$ cat config.mk
export PLATFORM = sky130hd
export DESIGN_NAME = fetch_queue
export DESIGN_NICKNAME = d
export VERILOG_FILES = /design/src/rtl/fetch_queue.sv
export SDC_FILE = /design/constraint.sdc
export NUM_CORES = 1
export LEC_CHECK = 0
export BUFFER_PORTS_ARGS = -buffer_cell sky130_fd_sc_hd__buf_4
export CORE_MARGIN = 5
export CORE_UTILIZATION = 50
export CTS_BUF_LIST = sky130_fd_sc_hd__clkbuf_16
export DETAILED_ROUTE_END_ITERATION = 6
export GPL_TIMING_DRIVEN = 0
export HOLD_SLACK_MARGIN = 0.06
export PLACE_DENSITY = 0.68
export SETUP_SLACK_MARGIN = 0.05
export SLEW_MARGIN = 15
export SYNTH_ARGS = -nofsm -noshare
export SYNTH_HDL_FRONTEND = slang
export SYNTH_SLANG_ARGS = --single-unit
$ cat constraint.sdc
create_clock -name clk -period 7.65 [get_ports clk]
set_input_delay 0.3825 -clock clk [delete_from_list [all_inputs] [get_ports clk]]
set_output_delay 0.3825 -clock clk [all_outputs]
set_load 0.02 [all_outputs]
$ cat src/rtl/fetch_queue.sv
// Instruction fetch front end: issues word-aligned fetches under a credit limit,
// buffers in-order responses in a small FIFO toward decode, and squashes stale responses on redirect.
module fetch_queue #(
  parameter int unsigned     XLEN            = 32,
  parameter logic [XLEN-1:0] RESET_PC        = XLEN'(32'h8000_0000),
  parameter int unsigned     DEPTH           = 4,
  parameter int unsigned     MAX_OUTSTANDING = 2
) (
  input  logic            clk,
  input  logic            rst,
  output logic            imem_req_valid,
  input  logic            imem_req_ready,
  output logic [XLEN-1:0] imem_req_addr,
  input  logic            imem_resp_valid,
  input  logic [31:0]     imem_resp_data,
  input  logic            redirect_valid,
  input  logic [XLEN-1:0] redirect_pc,
  output logic            instr_valid,
  input  logic            instr_ready,
  output logic [31:0]     instr,
  output logic [XLEN-1:0] instr_pc
);

  localparam int unsigned PTR_W = (DEPTH > 1) ? $clog2(DEPTH) : 1;
  localparam int unsigned CNT_W = $clog2(DEPTH + 1);
  localparam int unsigned INF_W = $clog2(MAX_OUTSTANDING + 1);
  localparam int unsigned SUM_W = CNT_W + INF_W + 1;

  localparam logic [INF_W-1:0] MAX_INF    = INF_W'(MAX_OUTSTANDING);
  localparam logic [SUM_W-1:0] DEPTH_S    = SUM_W'(DEPTH);
  localparam logic [XLEN-1:0]  PC_STEP    = XLEN'(4);
  localparam logic [XLEN-1:0]  ALIGN_MASK = ~XLEN'(3);

  logic [XLEN-1:0]  fetch_pc;
  logic [XLEN-1:0]  resp_pc;
  logic [INF_W-1:0] inflight;
  logic [INF_W-1:0] drop_cnt;
  logic [CNT_W-1:0] count;
  logic [PTR_W-1:0] rd_ptr;
  logic [PTR_W-1:0] wr_ptr;
  logic [XLEN-1:0]  pc_mem    [DEPTH];
  logic [31:0]      instr_mem [DEPTH];

  logic             req_fire;
  logic             resp_fire;
  logic             push;
  logic             pop;
  logic [SUM_W-1:0] committed;

  // Credit check: buffered entries plus responses that will be kept must leave room.
  always_comb begin
    committed      = SUM_W'(count) + SUM_W'(inflight) - SUM_W'(drop_cnt);
    imem_req_valid = !rst && !redirect_valid && (inflight < MAX_INF) && (committed < DEPTH_S);
    instr_valid    = !rst && !redirect_valid && (count != '0);
    req_fire       = imem_req_valid && imem_req_ready;
    resp_fire      = imem_resp_valid && (inflight != '0);
    push           = resp_fire && (drop_cnt == '0) && !redirect_valid;
    pop            = instr_valid && instr_ready;
  end

  assign imem_req_addr = fetch_pc;
  assign instr         = instr_mem[rd_ptr];
  assign instr_pc      = pc_mem[rd_ptr];

  always_ff @(posedge clk or posedge rst) begin
    if (rst) begin
      fetch_pc <= RESET_PC;
      resp_pc  <= RESET_PC;
      inflight <= '0;
      drop_cnt <= '0;
      count    <= '0;
      rd_ptr   <= '0;
      wr_ptr   <= '0;
    end else begin
      inflight <= inflight + INF_W'(req_fire) - INF_W'(resp_fire);
      if (redirect_valid) begin
        // Everything still in flight belongs to the old path, except a response landing now.
        fetch_pc <= redirect_pc & ALIGN_MASK;
        resp_pc  <= redirect_pc & ALIGN_MASK;
        drop_cnt <= inflight - INF_W'(resp_fire);
        count    <= '0;
        rd_ptr   <= '0;
        wr_ptr   <= '0;
      end else begin
        if (req_fire) fetch_pc <= fetch_pc + PC_STEP;
        if (resp_fire && (drop_cnt != '0)) drop_cnt <= drop_cnt - INF_W'(1);
        if (push) begin
          resp_pc <= resp_pc + PC_STEP;
          wr_ptr  <= wr_ptr + PTR_W'(1);
        end
        if (pop) rd_ptr <= rd_ptr + PTR_W'(1);
        count <= count + CNT_W'(push) - CNT_W'(pop);
      end
    end
  end

  // Buffer storage carries no reset; validity is tracked by count.
  always_ff @(posedge clk) begin
    if (push) begin
      pc_mem[wr_ptr]    <= resp_pc;
      instr_mem[wr_ptr] <= imem_resp_data;
    end
  end

endmodule

After elaboration in Yosys (flattened, before gate mapping)

Memories as Yosys holds them, arrays and structs flattened.
Index checks and enable logic that the tools add are counted.

Flip-flop bits (word level): 75
Bits in writable memories: 256
Output and inout port bits: 98
Memories: 2
Logic and storage cells: 56

$add $sub $neg: 12
Reduce and logical (&&, ||, !) cells: 20
Magnitude comparators: 2
Mux-type cells: 13

Memory list:

| name      | depth | bits a word | read ports | clocked after Yosys merged registers in | write ports | line | source |
|---|---|---|---|---|---|---|---|
| instr_mem | 4     | 32          | 1          | 0                                       | 1           | 42   | `logic [31:0] instr_mem [DEPTH];` |
| pc_mem    | 4     | 32          | 1          | 0                                       | 1           | 41   | `logic [XLEN-1:0] pc_mem [DEPTH];` |

Operators by type and width:

| kind                                                       | number |
|---|---|
| 2-to-1 mux 32 bit                                          | 4 |
| adder 32 x 3 -> 32 bit, second input constant              | 2 |
| 2-to-1 mux 2 bit                                           | 6 |
| nonzero test 2 bit                                         | 6 |
| logical AND 1 bit                                          | 10 |
| less-than comparator 6 x 3 -> 1 bit, second input constant | 1 |
| subtractor 4 x 2 -> 5 bit                                  | 1 |
| adder 2 x 1 -> 2 bit, second input constant                | 2 |
| adder 3 x 2 -> 4 bit                                       | 1 |
| subtractor 2 x 1 -> 2 bit                                  | 2 |
| adder 3 x 1 -> 3 bit                                       | 1 |
| 2-to-1 mux 3 bit                                           | 1 |
| nonzero test 3 bit                                         | 1 |
| subtractor 3 x 1 -> 3 bit                                  | 1 |
| adder 2 x 1 -> 2 bit                                       | 1 |
| logical NOT 1 bit                                          | 2 |
| logical NOT 2 bit                                          | 1 |
| less-than comparator 2 bit, second input constant          | 1 |
| 2-to-1 mux 1 bit                                           | 2 |
| subtractor 2 x 1 -> 2 bit, second input constant           | 1 |

Depth between registers and ports, before layout

Word-level depth: 7
Gate-level depth with buffers: 17

Least setup slack after synthesis

Ideal clock, no wire load.

Kind: reg-to-reg
Start point: register inflight[1]
End point: register inflight[1]
Path slack: 4.295 ns
Cell stages (with the launch flop): 18
Data required time: 7.527 ns
Period minus slack after synthesis: 3.355 ns
Buffers on the path: 4
Arrival: 3.232 ns
Cell sequence: dfrtp_1 -> buf_6 -> inv_1 -> fa_1 -> inv_1 -> ha_1 -> or4b_4 -> nor4_4 -> o21a_1 -> buf_6 -> inv_4 -> buf_6 -> buf_2 -> ha_1 -> inv_1 -> ha_1 -> xnor2_1 -> xnor2_1

Cells in the longest elaborated chain, start to end: 7

RTL lines:

| item                                | line | source |
|---|---|---|
| start, declared                     | 36   | `logic [INF_W-1:0] inflight;` |
| start signal, assigned              | 75   | `inflight <= inflight + INF_W'(req_fire) - INF_W'(resp_fire);` |
| adder 3 x 2 -> 4 bit                | 52   | `committed = SUM_W'(count) + SUM_W'(inflight) - SUM_W'(drop_cnt);` |
| subtractor 4 x 2 -> 5 bit           | 52   |  |
| less-than comparator 6 x 3 -> 1 bit | 53   | `imem_req_valid = !rst && !redirect_valid && (inflight < MAX_INF) && (committed < DEPTH_S);` |
| logical AND 1 bit                   | 53   |  |
| logical AND 1 bit                   | 55   | `req_fire = imem_req_valid && imem_req_ready;` |
| adder 2 x 1 -> 2 bit                | 75   |  |
| subtractor 2 x 1 -> 2 bit (*)       | 75   |  |

Every way passes the cells marked *; elsewhere a longest branch is shown, timed or not.
A chain may end at the register's enable or synchronous reset.

Final worst setup path

Ends and elaborated chain as after synthesis.

==> results.md <==
* Worst setup EP type: register
* Synth Instances at 799
* Row Count at 59
* Slew @ Worst Pin at 1.04 ns
* Worst hold slack at 0.0898 ns
* Data required, critical path at 8.12 ns
* Setup bufs post-CTS at 0
* FFs w/ async S/R, synth at 0.223
* Gr usage total at 0.192
* Mean number of vias per cell at 5.79
* Post-Synth Adder-Cell Area at 0.0181
* Most common cell after layout, fill and taps aside: edfxtp_1
* Final Instance Count excl. Fillers at 1392
* CP peak stage delay at 0.54 ns
* Post-Route Skew at 0.0138 ns
* Area grow syn2layout at 22.9%
* Final TNS setup at 0 ns
* Period utilization at 0.467
* Initial core utilization at 0.508
* Max Cap Violations at 0
* Final wirelength at 28900 um
* HPWL Detailed at 19700 um
* Port Buf Inserts at 160
* Min-Delay Path Depth at 3
* Antenna diode count at 0
* Pwr dens at 254 nW/um^2
* Slew HR at 0.299
* Worst r2r dst: inflight[1]$_DFF_PP0_
* Grt ovf at 0
* Slew Limit Fails at 0
* Drc violations at 0
* Layout cells sized above 1 at 0.275
* Flops & latches, synth at 319
* Placed cells at 1302
* Delay-heaviest family, CP: adder cells
* Peak VDD IR at 152 uV
* First-pass GRT wire length at 46300 um
* TritonCTS clock tree: built
* Die ar. at 29900 sq um
* GPL Wtd Cong at 0.876
* Core box area at 26100 sq um
* Fmax at 280 MHz
* Reg-to-Reg Start: inflight[1]$_DFF_PP0_
* Simple-Gate Fraction of Synth Area at 0.0766
* Top FF cell, synth: edfxtp_1
* Number of cells on the critical path at 17
* Largest family of logic cells by synthesized area: multiplexers
* Die Ht at 173 um
* HP Start: redirect_pc[27]
* XOR/XNOR share of the synthesized area at 0.0231
* Netlist cell types at 54
* Clk_lat worst skew at 0.55 ns
* Startpoint Class: register
* R2R depth at 17
* Clock Path Buffers at 3
* Antenna viol nets, final at 0
* Critical Path AT at 4.04 ns
* Antenna violations before repair at 0
* CTS sink count at 319
* Flop2flop setup slack at 4.08 ns
* Die width at 173 um
* Most frequent cells in the layout: edfxtp_1, buf_4, dfrtp_1, nand2_1, mux4_2
* Top-level I/O count at 168
* Mux contribution to synthesized area at 0.111
* Synth Area in Compound Gates at 0.0534
* Length of the first detailed-routing pass in iterations at 5
* Critical-path top delay cell: or4b_4
* Fin. Hold Viols at 0
* WL/cell at 20.8 um
* CP max FO at 10
* Vias in the first global route at 8254
* Synthesized cell area at 13300 sq um
* Critical path class: reg -> reg
* Largest net degree at the start of global routing at 48
* Initial DRC Count at 561
* Worst-path cell chain: buf_6 -> inv_1 -> fa_1 -> inv_1 -> ha_1 -> or4b_4 -> nor4_4 -> o21a_1 -> buf_6 -> inv_4 -> buf_6 -> buf_2 -> ha_1 -> inv_1 -> ha_1 -> xnor2_1 -> xnor2_1
* RSZ-0062 raised after global routing: false
* Critical path buffers and inverters at 8
* Leakage at 0.00573 uW
* Worst min path class: in -> reg
* H-tree depth at 1
* Number of synthesized flops with an enable pin at 248
* CTS Buf Count at 31
* Final min period at 3.57 ns
* Hold Path Sink: imem_req_addr[27]$_DFFE_PP0P_
* Via count at 8060
* YS warnings at 0
* Final Setup Violations at 0
* Clock slew at reported path FFs at 0.06 ns
* Status: finished clean
* Clk root buf: clkbuf_16
* Layout Nets at 1121
* Sequential fraction of the synthesis area at 0.695
* Synthesized area per cell at 16.6 sq um
per-stage QoR:
stage | area [sq um] | setup slack [ns] | utilization | total power (uW)
floorplan | 13300 | 4.30 | - | 2540
global placement | 14900 | 2.85 | 0.570 | 2790
detailed placement | 15100 | 4.08 | 0.576 | 2810
CTS | 16300 | 4.06 | 0.624 | 4170
global route | 16300 | 3.86 | 0.624 | 4330
finish | 16300 | 4.08 | 0.624 | 4140
layout make-up:
class / instances / area, sq um
fillers: 1962 / 9830
flip-flops and latches: 319 / 9230
multi-input cells: 416 / 3790
repair buffers: 198 / 1660
clock buffers: 32 / 801
well taps: 335 / 419
plain buffers: 42 / 196
clock inverters: 25 / 114
inverters: 25 / 98.8
layer usage:
metal | up-vias | GRT usage | share of wire | wire (um)
met3 | 37 | 0.0345 | 0.066 | 1900
li1 | 3670 | - | - | -
met1 | 4030 | 0.284 | 0.45 | 13000
met2 | 323 | 0.302 | 0.47 | 13600
met5 | - | 0 | 0 | 0
met4 | 0 | 0.0419 | 0.016 | 459
worst max path at each step:
stage                          start                             to  slack [ns]
3_3_place_gp                     rst  imem_req_addr[24]$_DFFE_PP0P_        2.85
6_report       inflight[1]$_DFF_PP0_          inflight[1]$_DFF_PP0_        4.08
2_1_floorplan  inflight[1]$_DFF_PP0_          inflight[1]$_DFF_PP0_        4.30
4_1_cts        inflight[1]$_DFF_PP0_          inflight[1]$_DFF_PP0_        4.06
3_5_place_dp   inflight[1]$_DFF_PP0_          inflight[1]$_DFF_PP0_        4.08
5_1_grt        inflight[1]$_DFF_PP0_          inflight[1]$_DFF_PP0_        3.86
power by group:
group / leakage, uW / total, uW / switching [uW] / internal, uW
Sequential: 0.00310 / 2080 / 91.8 / 1990
Clock: 0.000477 / 1350 / 600 / 751
Combinational: 0.00215 / 706 / 395 / 311
Total: 0.00573 / 4140 / 1090 / 3050
sequential cells by signal, indices dropped and copies added, names as in the netlist:
signal and count:
wr_ptr 2, imem_req_addr 30, instr_mem 128, count 3
drop_cnt 2, rd_ptr 2, resp_pc 30, inflight 2
pc_mem 120
cell usage after synthesis (2+ instances only):
cell type  number  area, sq um
nand2_1        65          244
clkbuf_1       25         93.8
a21boi_0        2         15.0
nand4_1        18          113
o21ai_0        31          155
nor2b_1         6         37.5
mux2i_1         7         70.1
a21o_1          2         15.0
o311ai_0       38          333
a21oi_1         3         15.0
o41ai_1         2         17.5
o31a_1          2         17.5
nand3_1        34          170
and2_1          2         12.5
mux4_2         62         1400
buf_6           3         33.8
or3_1           4         25.0
or4_1           7         52.6
and3_1          9         56.3
xnor2_1        18          158
nor3_1          7         35.0
o211ai_1        5         37.5
buf_1           9         33.8
edfxtp_1      248         7450
nor4_1         10         62.6
nor2_1         14         52.6
o21a_1          2         15.0
buf_4           4         30.0
fa_1            2         40.0
dfstp_2         2         52.6
ha_1           16          200
xor2_1         17          149
and4_1          9         78.8
inv_1          24         90.1
a31oi_1         3         18.8
dfrtp_1        69         1730
worst min-delay path: stages:
cell and delay (ns):
buf_4 0.09, nand2_1 0.07, nand3_1 0.07
kinds of logic (layout without fill, tap and decap cells):
group	Yosys count	count (layout)
fa+ha+maj	18	18
other cells	1	4
buf+inv	67	322
simple gates	192	192
xor+xnor	35	35
compound gates	97	97
flops	319	319
mux	70	70
what timing repair did:
action,in CTS,in global routing
hold buffers,33,0
resized for setup,0,0
hold endpoints to repair,129,0
Power figures use the tool's default switching activity.
